[config.mk]
export PLATFORM = sky130hd
export DESIGN_NAME = decoder3_8_stream_flat
export DESIGN_NICKNAME = d
export VERILOG_FILES = /design/src/rtl/decoder3_8_stream_pkg.sv /design/src/rtl/decoder3_8_stream_if.sv /design/src/rtl/decoder3_8_stream_comb.sv /design/src/rtl/decoder3_8_stream.sv /design/src/flat_wrapper.sv
export SDC_FILE = /design/constraint.sdc
export NUM_CORES = 1
export LEC_CHECK = 0
export CORE_AREA = 2 2 57 59
export CTS_BUF_LIST = sky130_fd_sc_hd__clkbuf_4
export CTS_CLUSTER_DIAMETER = 80
export DETAILED_ROUTE_END_ITERATION = 16
export DIE_AREA = 0 0 59 61
export GPL_ROUTABILITY_DRIVEN = 1
export GPL_TIMING_DRIVEN = 0
export PLACE_DENSITY = 0.73
export REMOVE_ABC_BUFFERS = 1
export SLEW_MARGIN = 0
export SYNTH_ARGS = -nofsm -noshare
export SYNTH_HDL_FRONTEND = slang
export SYNTH_SLANG_ARGS = --single-unit
export TNS_END_PERCENT = 10
[constraint.sdc]
create_clock -name clk -period 1.2 [get_ports clk]
set_input_delay 0.36 -clock clk [delete_from_list [all_inputs] [get_ports clk]]
set_output_delay 0.36 -clock clk [all_outputs]
set_load 0.1 [all_outputs]
[src/rtl/decoder3_8_stream_pkg.sv]
// dec_pkg: shared widths, buffer-state enum and the en-gated one-hot decode
package dec_pkg;
    localparam int CODE_W = 3;
    localparam int Y_W = 8;
    typedef enum logic [1:0] {EMPTY, ONE, FULL} state_e;
    function automatic logic [Y_W-1:0] decode_onehot(input logic en, input logic [CODE_W-1:0] code);
        return en ? ({{(Y_W-1){1'b0}}, 1'b1} << code) : '0;
    endfunction
endpackage

[src/rtl/decoder3_8_stream_if.sv]
// decoder3_8_stream_if: code-in / one-hot-out valid-ready bundle
interface decoder3_8_stream_if;
    import dec_pkg::*;
    logic              en;
    logic [CODE_W-1:0] in_code;
    logic              in_valid;
    logic              in_ready;
    logic [Y_W-1:0]    out_y;
    logic              out_valid;
    logic              out_ready;
    modport master (output en, in_code, in_valid, out_ready, input in_ready, out_y, out_valid);
    modport slave  (input en, in_code, in_valid, out_ready, output in_ready, out_y, out_valid);
endinterface

[src/rtl/decoder3_8_stream_comb.sv]
// decoder3_8_comb: combinational en-gated 3-to-8 one-hot decode
module decoder3_8_comb
    import dec_pkg::*;
(
    input  logic              en,
    input  logic [CODE_W-1:0] code,
    output logic [Y_W-1:0]    y
);
    assign y = decode_onehot(en, code);
endmodule

[src/rtl/decoder3_8_stream.sv]
// decoder3_8_stream: registered 3-to-8 decoder behind a 2-entry skid buffer with transfer counter
module decoder3_8_stream
    import dec_pkg::*;
#(
    parameter int CNT_W = 8
) (
    input  logic                 clk,
    input  logic                 rst_n,
    decoder3_8_stream_if.slave   bus,
    output logic [CNT_W-1:0]     xfer_cnt
);
    state_e         state, state_nxt;
    logic [Y_W-1:0] head, tail, dec_y;
    logic           push, pop;

    decoder3_8_comb u_dec (.en(bus.en), .code(bus.in_code), .y(dec_y));

    assign push      = bus.in_valid & bus.in_ready;
    assign pop       = bus.out_valid & bus.out_ready;
    assign bus.out_y = head;

    // state register
    always_ff @(posedge clk or negedge rst_n)
        if (!rst_n) state <= EMPTY;
        else        state <= state_nxt;

    // occupancy transitions; FULL never sees a push, EMPTY never sees a pop
    always_comb begin
        state_nxt = state;
        case (state)
            EMPTY:   state_nxt = push ? ONE : EMPTY;
            ONE:     state_nxt = (push && !pop) ? FULL : ((pop && !push) ? EMPTY : ONE);
            FULL:    state_nxt = pop ? ONE : FULL;
            default: state_nxt = EMPTY;
        endcase
    end

    // handshake outputs depend on registered state only
    always_comb begin
        bus.in_ready  = (state != FULL);
        bus.out_valid = (state != EMPTY);
    end

    // head is what the consumer sees; it zeroes when the buffer drains
    always_ff @(posedge clk or negedge rst_n)
        if (!rst_n) begin
            head <= '0;
            tail <= '0;
        end else begin
            head <= pop ? ((state == FULL) ? tail : (push ? dec_y : '0))
                        : ((push && state == EMPTY) ? dec_y : head);
            tail <= (push && !pop && state == ONE) ? dec_y
                        : ((pop && state == FULL) ? '0 : tail);
        end

    // completed output transfers, wrapping
    always_ff @(posedge clk or negedge rst_n)
        if (!rst_n) xfer_cnt <= '0;
        else if (pop) xfer_cnt <= xfer_cnt + 1'b1;
endmodule

[src/flat_wrapper.sv]
// flat-port wrapper written by rule: the top's interface ports become plain ports
module decoder3_8_stream_flat import dec_pkg::*;
#(
    parameter int CNT_W = 8
)
  (clk, rst_n, xfer_cnt, bus_en, bus_in_code, bus_in_valid, bus_out_ready, bus_in_ready, bus_out_y, bus_out_valid);
  decoder3_8_stream_if bus_i ();
  input  logic clk;
  input  logic rst_n;
  output logic [CNT_W-1:0] xfer_cnt;
  input wire logic [$bits(bus_i.en)-1:0] bus_en;
  input wire logic [$bits(bus_i.in_code)-1:0] bus_in_code;
  input wire logic [$bits(bus_i.in_valid)-1:0] bus_in_valid;
  input wire logic [$bits(bus_i.out_ready)-1:0] bus_out_ready;
  output wire logic [$bits(bus_i.in_ready)-1:0] bus_in_ready;
  output wire logic [$bits(bus_i.out_y)-1:0] bus_out_y;
  output wire logic [$bits(bus_i.out_valid)-1:0] bus_out_valid;
  assign bus_i.en = bus_en;
  assign bus_i.in_code = bus_in_code;
  assign bus_i.in_valid = bus_in_valid;
  assign bus_i.out_ready = bus_out_ready;
  assign bus_in_ready = bus_i.in_ready;
  assign bus_out_y = bus_i.out_y;
  assign bus_out_valid = bus_i.out_valid;
  decoder3_8_stream #(.CNT_W(CNT_W)) u_core (.clk(clk), .rst_n(rst_n), .bus(bus_i), .xfer_cnt(xfer_cnt));
endmodule
* Word level (Yosys, flattened, before mapping)
Cells that the tools add are included.
** Storage, ports and cells
- Word-level logic and storage cells :: 34
- Flip-flop bits (word level) :: 26
- Output and inout bits :: 18
- Bits of input ports :: 8
** Cells by class
- $add $sub $neg :: 1
- Reductions and logical operators :: 11
- Shifts and indexed selects :: 1
- Muxes and demuxes :: 12
- Bitwise gates (word level) :: 2
- Eq/ne operators :: 3
** Operator list (number)
- 2-to-1 mux 8 bit :: 7
- adder 8 x 1 -> 8 bit (second input constant) :: 1
- left shift 1 x 3 -> 8 bit (first input constant) :: 1
- one-hot mux 2 bit (3 select lines) :: 1
- nonzero test 2 bit :: 3
- logical AND 1 bit :: 5
- 2-to-1 mux 2 bit :: 2
- bitwise AND 1 bit :: 2
- equality test 2 x 1 -> 1 bit (second input constant) :: 1
- equality test 2 bit (second input constant) :: 1
- zero test 1 bit :: 2
- zero test 2 bit :: 1
- 2-to-1 mux 1 bit :: 2
- inequality test 2 bit (second input constant) :: 1

* Depth between registers and ports, before layout
Gate-level depths: netlist (run 1).
- Word-level depth :: 7
- Depth in mapped cells :: 5
- Depth with buffers taken out :: 3

* Cells and area by module
A second synthesis (run 1) with hierarchy kept.
** Unflattened totals
- Cell total of the unflattened synthesis :: 135
- Area, all modules :: 1416.4 um^2
** By module, submodules not included
- decoder3_8_stream :: sequential area each 650.6 um^2, instances 1, area an instance 1321.3 um^2, cells an instance 127
- decoder3_8_comb :: sequential area each 0.0 um^2, instances 1, area an instance 95.1 um^2, cells an instance 8

* Worst setup path after synthesis (run 1)
Ideal clock, no wire load.
- Kind :: register -> register
- Start point :: register u_core.xfer_cnt[2]
- End point :: register u_core.xfer_cnt[5]
- Stages on the path, launching flop included :: 4
- Setup time :: 0.159 ns
- Period minus slack after synthesis :: 1.752 ns
- Buffers on the path :: 0
- Required time :: 1.041 ns
- Arrival time :: 1.593 ns
- Slack :: -0.552 ns
- Cells stage by stage :: dfrtp_1 > o2111a_1 > nand4_1 > xnor2_1
** Between the ends
- Longest elaborated chain between the ends :: 1
** Ends and longest elaborated chain
- start, declared :: line decoder3_8_stream.sv:10 : output logic [CNT_W-1:0] xfer_cnt
- start signal, assigned :: line decoder3_8_stream.sv:59 : else if (pop) xfer_cnt <= xfer_cnt + 1'b1;
- adder 8 x 1 -> 8 bit :: line decoder3_8_stream.sv:59
No other way between the ends.
A chain may end at the register's enable or synchronous reset.

* Worst setup path in the final report (run 1)
- Start point :: register u_core.state[0]
- End point :: output port bus_out_valid
** Between the ends
- Longest elaborated chain between the ends :: 1
** Ends and longest elaborated chain
- start, declared :: line decoder3_8_stream.sv:12 : state_e state, state_nxt;
- start signal, assigned :: line decoder3_8_stream.sv:25 : else state <= state_nxt;
- nonzero test 2 bit :: line decoder3_8_stream.sv:41 : bus.out_valid = (state != EMPTY);
- end, declared :: line flat_wrapper.sv:17 : output wire logic [$bits(bus_i.out_valid)-1:0] bus_out_valid;
No other way between the ends.

==> results.py, run 1 <==
metrics = {
    "run_status": {
        "status": "complete, but fails checks",
        "violations": "setup timing",
    },
    "cells_and_area": {
        "layout_commonest_cell": "dfrtp_1",
        "area_growth_pct": 42.97,
        "stdcell_count": 180,
        "nets": 157,
        "post-route-util": 0.6203,
        "drive_gt1_frac": 0.3605,
        "design_area_um2": 1832,
        "diodes": 0,
        "layout_common_cells": "dfrtp_1 (19), buf_12 (17), nand2_1 (13), nor3_1 (8)",
    },
    "synthesis": {
        "yosys_register_bits": 26,
        "syn_area_um2": 1281,
        "synth_cell_types": 35,
        "avgSynthCellArea_um2": 11.05,
        "ys_warn_count": 0,
        "syn_inst": 116,
        "synth_seq_area_share": 0.5078,
    },
    "detailed_routing": {
        "detailroute.via_count": 1071,
        "drc": 0,
        "wl_per_cell_um": 16.14,
        "first_iter_violations": 47,
        "drtAntennaViolNets": 0,
        "drt_wl_total_um": 2905,
        "firstDrtPassIters": 4,
        "viasPerCell": 5.950,
    },
    "floorplanning": {
        "num_io_pins": 26,
        "die_w_um": 59,
        "die_area_um2": 3599,
        "start_util": 0.4339,
        "core_area_um2": 2953,
        "fp-row-count": 20,
        "dieHeight_um": 61,
    },
    "grt": {
        "grt_pass1_wl_um": 4802,
        "grt_max_degree": 27,
        "grtUsageTotal": 0.1771,
        "grt_pass1_vias": 1028,
        "globalRouteOverflowTotal": 0,
        "antenna_found_initial": 0,
    },
    "timing": {
        "finalHoldViolCount": 0,
        "setup_viol": 36,
        "whs_ps": 34.04,
        "fin_crit_sh": 1.303,
        "finalMaxSlewViolations": 0,
        "worst_pin_slew_ps": 669.0,
        "period_needed_ps": 1564,
        "slew_headroom": 0.5540,
        "rsz0062_at_grt": "true",
        "fin_ws_ps": -363.8,
        "setup_tns_ps": -6685,
        "fmax_mhz": 639.5,
        "finClkSkew_ps": 7.613,
    },
    "cts": {
        "numCtsBuffers": 3,
        "cts-root-buf": "clkbuf_4",
        "cts_tree": "done",
        "clk_latency_ps": 330,
        "cts.clk_slew.worst_paths_ps": 140,
        "cts_htree_levels": 1,
        "clk_path_buf_depth": 2,
        "clkSinkCount": 26,
    },
    "placed_design": {
        "dpl.hpwl_um": 1882,
        "portBuffers": 25,
        "gp_congestion": 0.8001,
        "placedCellCount": 166,
        "pre_cts_ws_ps": -984.2,
        "dpl_cell_area_um2": 1513,
    },
    "setup_path": {
        "rr_worst_depth": 5,
        "worstSetupEndpointType": "primary output",
        "r2r-start": "u_core.state[1]",
        "r2r_end": "u_core.tail[6]",
        "cp_max_fo": 5,
        "path_class": "reg -> out",
        "crit_required_ps": 840,
        "cp.arrival_ps": 1200,
        "start_kind": "flip-flop",
        "rrSetupSlack_ps": -300,
    },
    "min_path": {
        "hold_path_class": "in -> async",
    },
    "pwr": {
        "p_leak_nw": 0.7451,
        "ir_drop_v": 0.0008588,
        "finalPower_mw": 4.704,
        "power_density_nw_per_um2": 2568,
    },
    "flow_run": {
        "max-cap-violations": 0,
    },
}
[worst max-delay path: stages, from the launching register on]
cell and delay (ps):
dfrtp_2 460, or2_4 260, buf_12 160
[final cells by class]
| type | count | area (um^2) |
|---|---|---|
| Clock buffer | 3 | 22.52 |
| Clock inverter | 1 | 3.754 |
| Fill cell | 229 | 1121 |
| Multi-Input combinational cell | 83 | 615.6 |
| Sequential cell | 26 | 659.4 |
| Tap cell | 33 | 41.29 |
| Timing Repair Buffer | 34 | 489.2 |
[power breakdown]
group | total [mW] | leakage (nW) | internal [mW] | switching, mW
clock network | 0.386 | 0.0154 | 0.122 | 0.264
registers | 1.34 | 0.328 | 1.10 | 0.236
logic | 2.98 | 0.402 | 1.09 | 1.89
total | 4.70 | 0.745 | 2.31 | 2.39
[cell usage after synthesis (all sizes together)]
cell type   n  share of area
and3        2          0.014
o2111ai     4          0.027
a32o        4          0.031
nor2        2          0.012
xnor2       7          0.048
clkbuf      1         0.0039
o2111a      1         0.0088
nor2b       4          0.020
nor3        8          0.031
nand2      14          0.041
nand4       4          0.020
buf         7          0.043
a21oi       3          0.012
nand2b      1         0.0049
and3b       1         0.0068
dfrtp      26           0.51
ha          1         0.0098
nor3b       2          0.016
a22o        4          0.027
o22ai       1         0.0049
and4bb      1          0.013
or2         2         0.0098
o21a        1         0.0059
o211ai      4          0.023
and2        2         0.0098
o21ai       1         0.0068
a31oi       8          0.044
[worst max path at each step]
stage,startpoint,to
floorplan,u_core.xfer_cnt[2],u_core.xfer_cnt[5]
global placement,u_core.state[0],bus_in_ready
detailed placement,u_core.state[0],bus_in_ready
CTS,u_core.state[1],bus_out_valid
global route,u_core.state[0],bus_out_valid
finish,u_core.state[0],bus_out_valid
[what timing repair did]
action	4_1_cts	5_1_grt
setup endpoints to repair	68	67
setup buffers	9	0
pin swaps	6	11
cloned	0	1
hold buffers	0	0
gates resized for setup	178	7
[logic make-up (layout without fill, tap and decap cells)]
kind of cell | Yosys count | in the layout | share of synthesized area
AO/OA/AOI/OAI | 31 | 31 | 0.1914
XOR/XNOR | 7 | 7 | 0.04785
adder cells (fa/ha/maj) | 1 | 1 | 0.009764
buffers and inverters | 8 | 38 | 0.04687
flip-flops | 26 | 26 | 0.5078
AND/OR/NAND/NOR | 43 | 44 | 0.1963
[registers in the layout (all words and copies together) (netlist names)]
name	count
u_core.bus.out_y	8
u_core.tail	8
u_core.xfer_cnt	8
u_core.state	2
[routing by layer]
metal	part of all wire	vias to the layer above	GRT usage
li1	-	505	-
met1	0.43	524	0.2364
met2	0.51	35	0.2889
met3	0.039	7	0.02345
met4	0.022	0	0.08117
met5	0	-	0
(Power assumes the default switching activity.)
==> run 2, diff against run 1 <==
==> constraint.sdc (replaced) <==
create_clock -name clk -period 1.2 [get_ports clk]
set_input_delay 0.24 -clock clk [delete_from_list [all_inputs] [get_ports clk]]
set_output_delay 0.24 -clock clk [all_outputs]
set_load 0.1 [all_outputs]
==> run 2 against run 1 <==
  * The run still ends with setup timing left
  * Utilization grew 2.0 points
  * Setup slack gained 92 ps
  * Critical path depth is the same
  * Combinational power grew 3%
  * Clock power shrank 2%
  * Die area is the same
  * Register-to-register slack gained 70 ps
  * Final cell count grew 2.8%
  * Clock-buffer cell count is the same
  * Critical endpoint unchanged
  * Highest routed layer unchanged
==> results.py, run 2 (synthesis results as in run 1) <==
metrics = {
    "run_status": {
        "status": "complete, but fails checks",
        "violations": "setup timing",
    },
    "timing": {
        "setup_tns_ps": -3944,
        "finalHoldViolCount": 0,
        "worst_pin_slew_ps": 1153,
        "fin_ws_ps": -271.4,
        "slew_headroom": 0.2313,
        "whs_ps": 215.3,
        "finalMaxSlewViolations": 0,
        "fin_crit_sh": 1.226,
        "fmax_mhz": 679.6,
        "rsz0062_at_grt": "true",
        "period_needed_ps": 1471,
        "setup_viol": 26,
        "finClkSkew_ps": 1.101,
    },
    "grt": {
        "grt_max_degree": 27,
        "grtUsageTotal": 0.1736,
        "antenna_found_initial": 0,
        "grt_pass1_vias": 956,
        "grt_pass1_wl_um": 4692,
        "globalRouteOverflowTotal": 0,
    },
    "min_path": {
        "hold_path_class": "in -> async",
    },
    "cells_and_area": {
        "nets": 162,
        "drive_gt1_frac": 0.3618,
        "stdcell_count": 185,
        "layout_common_cells": "buf_12 (19), dfrtp_1 (19), nand2_1 (14), buf_4 (11), nor3_1 (8)",
        "design_area_um2": 1892,
        "post-route-util": 0.6407,
        "diodes": 0,
        "area_growth_pct": 47.66,
    },
    "detailed_routing": {
        "viasPerCell": 5.822,
        "met2_length_um": 1564,
        "drt_wl_total_um": 3008,
        "wl_met1_um": 1306,
        "wl_per_cell_um": 16.26,
        "drc": 0,
        "met3_length_um": 106,
        "top_layer_used": "met4",
        "first_iter_violations": 32,
        "firstDrtPassIters": 4,
        "drtAntennaViolNets": 0,
        "detailroute.via_count": 1077,
    },
    "setup_path": {
        "rr_worst_depth": 4,
        "r2r-start": "u_core.state[1]",
        "cp-endpoint": "bus_out_valid",
        "r2r_end": "u_core.tail[6]",
        "cp_max_fo": 7,
        "startpoint": "u_core.state[1]",
        "rrSetupSlack_ps": -230,
        "start_kind": "flip-flop",
        "path_class": "reg -> out",
        "worstSetupEndpointType": "primary output",
        "cp.arrival_ps": 1230,
        "crit_required_ps": 960,
    },
    "placed_design": {
        "gp_congestion": 0.8001,
        "dpl.hpwl_um": 1882,
        "pre_cts_ws_ps": -864.2,
        "portBuffers": 25,
        "dpl_cell_area_um2": 1513,
        "placedCellCount": 166,
    },
    "floorplanning": {
        "core_area_um2": 2953,
        "die_area_um2": 3599,
        "start_util": 0.4339,
        "dieHeight_um": 61,
        "die_w_um": 59,
        "fp-row-count": 20,
        "num_io_pins": 26,
    },
    "flow_run": {
        "max-cap-violations": 0,
    },
    "cts": {
        "numCtsBuffers": 3,
        "clk_path_buf_depth": 2,
        "cts-root-buf": "clkbuf_4",
        "holdBufCountCts": 0,
        "cts_tree": "done",
        "clkSinkCount": 26,
        "clk_latency_ps": 320,
        "cts.clk_slew.worst_paths_ps": 140,
        "cts_htree_levels": 1,
    },
    "pwr": {
        "power_density_nw_per_um2": 2536,
        "ir_drop_v": 0.0008576,
        "p_leak_nw": 0.7798,
        "finalPower_mw": 4.798,
    },
}
run 2: power by group:
group          total (mW)  leakage [nW]  switching, mW  internal, mW
combinational        3.07         0.436           1.90          1.17
sequential           1.35         0.328          0.247          1.10
clock               0.380        0.0154          0.259         0.122
run 2: worst min-delay path by stage:
stage	endpoint	cells past startpoint	slack, ps
finish	u_core.xfer_cnt[7]	1	220
global route	u_core.xfer_cnt[7]	1	280
CTS	u_core.xfer_cnt[7]	1	280
detailed placement	u_core.xfer_cnt[7]	1	470
global placement	u_core.xfer_cnt[7]	1	460
floorplan	u_core.bus.out_y[0]	0	-60
run 2: repair_timing:
| action | in CTS | in global routing |
|---|---|---|
| buffers inserted | 9 | 6 |
| endpoints found under the setup margin | 66 | 49 |
| gates resized for setup | 161 | 21 |
| pin swaps | 0 | 3 |
run 2: final cells by class:
type / count / area, um^2
Sequential cell: 26 / 659.4
Clock buffer: 3 / 22.52
Clock inverter: 1 / 3.754
Timing Repair Buffer: 40 / 563.0
Tap cell: 33 / 41.29
Multi-Input combinational cell: 82 / 601.8
Fill cell: 224 / 1061
run 2: critical path, stage by stage, from the launching register on:
cell	delay, ps
dfrtp_2	490
or2_4	260
buf_12	160
run 2: routing by layer:
metal | track usage | up-vias
met5 | 0 | -
met4 | 0.06818 | 0
met3 | 0.02132 | 4
met2 | 0.2825 | 34
met1 | 0.2381 | 530
li1 | - | 509
==> run 3, diff against run 2 <==
Settings changed: PLACE_DENSITY 0.73 to 0.7.
Clock period 1.2 ns to 1.45 ns, I/O delays scaled along.
==> run 3 against run 2 <==
  * Wire length decreased by 11%
  * Sequential power is 21% lower
  * First-iteration DRC count decreased by 9.4%
  * Setup slack improved by 210 ps
  * Sequential cell count unchanged
  * Combinational power decreased by 36%
  * The run still ends with setup timing left
  * Cell area is 15% lower
  * Sequential share of layout area is 5.9 points higher
  * Register-to-register slack improved by 200 ps
  * Clock-buffer cell count stayed put
  * Non-clock buffer count is 9 lower
  * Critical path type unchanged
==> results.py, run 3 (synthesis results as in run 1) <==
metrics = {
    "setup_path": {
        "max_stage_delay_ps": 460,
        "start_kind": "flip-flop",
        "path_cells": "or2_4 > buf_12",
        "crit_required_ps": 1160,
        "startpoint": "u_core.state[0]",
        "crit_family": "flip-flops",
        "worstSetupEndpointType": "primary output",
        "path_buf_inv": 1,
        "cp_max_fo": 6,
        "path_class": "reg -> out",
        "crit_slowest_cell": "dfrtp_2",
        "cp.arrival_ps": 1220,
        "r2r-start": "u_core.state[1]",
    },
    "cells_and_area": {
        "layout_commonest_cell": "dfrtp_1",
        "area_growth_pct": 25.20,
        "layout_common_cells": "dfrtp_1 (24), nand2_1 (14), clkbuf_4 (11), buf_4 (9), nor3_1 (8)",
        "diodes": 0,
        "nets": 153,
        "drive_gt1_frac": 0.2817,
        "fillCellCount": 280,
    },
    "timing": {
        "slew_headroom": 0.2283,
        "finalHoldViolCount": 0,
        "finalMaxSlewViolations": 0,
        "setup_viol": 10,
        "finClkSkew_ps": 1.337,
        "fin_crit_sh": 1.040,
        "fin_ws_ps": -58.63,
        "fmax_mhz": 662.9,
        "period_needed_ps": 1509,
        "worst_pin_slew_ps": 1156,
        "rsz0062_at_grt": "true",
    },
    "cts": {
        "clk_path_buf_depth": 2,
        "numCtsBuffers": 3,
        "clkSinkCount": 26,
        "cts.clk_slew.worst_paths_ps": 130,
        "cts_tree": "done",
        "cts-root-buf": "clkbuf_4",
        "cts_htree_levels": 1,
        "clk_latency_ps": 330,
    },
    "placed_design": {
        "dpl.hpwl_um": 1808,
        "pre_cts_ws_ps": -676.6,
        "gp_congestion": 0.7880,
        "portBuffers": 25,
    },
    "detailed_routing": {
        "firstDrtPassIters": 4,
        "drc": 0,
        "viasPerCell": 5.840,
        "first_iter_violations": 29,
        "drt_wl_total_um": 2673,
        "wl_per_cell_um": 15.27,
        "detailroute.via_count": 1022,
        "drtAntennaViolNets": 0,
    },
    "floorplanning": {
        "core_area_um2": 2953,
        "num_io_pins": 26,
        "start_util": 0.4339,
        "die_area_um2": 3599,
        "dieHeight_um": 61,
        "fp-row-count": 20,
        "die_w_um": 59,
    },
    "min_path": {
        "hold_path_class": "in -> async",
    },
    "pwr": {
        "finalPower_mw": 3.350,
        "seqPwrFrac": 0.320,
        "power_switching_mw": 1.871,
        "p_leak_nw": 0.6828,
        "internal_power_mw": 1.479,
        "power_density_nw_per_um2": 2089,
        "p_comb_frac": 0.587,
        "p_sw_frac": 0.5586,
        "ir_drop_v": 0.0005214,
        "pwr-share-clk": 0.094,
    },
    "grt": {
        "antenna_found_initial": 0,
        "grtUsageMet2": 0.3127,
        "grt_pass1_vias": 1025,
        "grtUsageTotal": 0.1708,
        "globalRouteOverflowTotal": 0,
        "grt_max_degree": 27,
        "globalRouteMet3Util": 0.02772,
        "grt_pass1_wl_um": 4616,
        "top_usage_layer": "met2",
        "grt_use_met1": 0.2038,
    },
    "run_status": {
        "violations": "setup timing",
        "status": "complete, but fails checks",
    },
    "flow_run": {
        "max-cap-violations": 0,
    },
}
==> run 3: metrics by stage <==
stage | setup TNS (ps) | cells | hold WS, ps | utilization | area, um^2
detailed placement | -21840 | 166 | 465.2 | 0.5123 | 1513
finish | -206.3 | 175 | 170.8 | 0.5432 | 1604
global route | -1183 | 175 | 254.6 | 0.5432 | 1604
floorplan | -1713 | 108 | -5.591 | - | 1221
global placement | -20350 | 166 | 461.8 | 0.5123 | 1513
CTS | -261.0 | 175 | 480.1 | 0.5339 | 1577
==> run 3: final timing paths <==
kind	end	slack, ps	depth (start not counted)
min reg2reg	u_core.xfer_cnt[7]	480	1
max reg2reg	u_core.tail[6]	-30	5
min	u_core.xfer_cnt[6]	170	1
max in group asynchronous	u_core.state[1]	520	1
min in group clk	u_core.state[1]	350	2
max	bus_out_valid	-60	2
==> run 3: cell type report <==
| type | instances | area (um^2) | share of cell area |
|---|---|---|---|
| Clock buffer | 3 | 22.52 | 0.01404 |
| Multi-Input combinational cell | 82 | 594.3 | 0.3705 |
| Sequential cell | 26 | 653.1 | 0.4072 |
| Tap cell | 33 | 41.29 | 0.02574 |
| Timing Repair Buffer | 31 | 292.8 | 0.1825 |
==> run 3: power groups by stage <==
stage               registers (mW)  logic [mW]  clock network [mW]
floorplan                     2.14       0.387                   0
global placement              1.09        1.89                   0
detailed placement            1.10        1.90                   0
CTS                           1.07        1.94               0.313
global route                  1.10        2.05               0.347
finish                        1.07        1.97               0.313
==> run 3: timing repair <==
item,4_1_cts,5_1_grt
buffers inserted,6,0
pin swaps,4,1
hold buffers,0,0
endpoints found under the setup margin,35,55
gates resized for setup,112,13
==> run 3: routing by layer <==
| layer | up-vias | wire length, um |
|---|---|---|
| li1 | 486 | - |
| met1 | 506 | 1166 |
| met2 | 25 | 1339 |
| met3 | 5 | 126 |
| met4 | 0 | 40 |
| met5 | - | 0 |
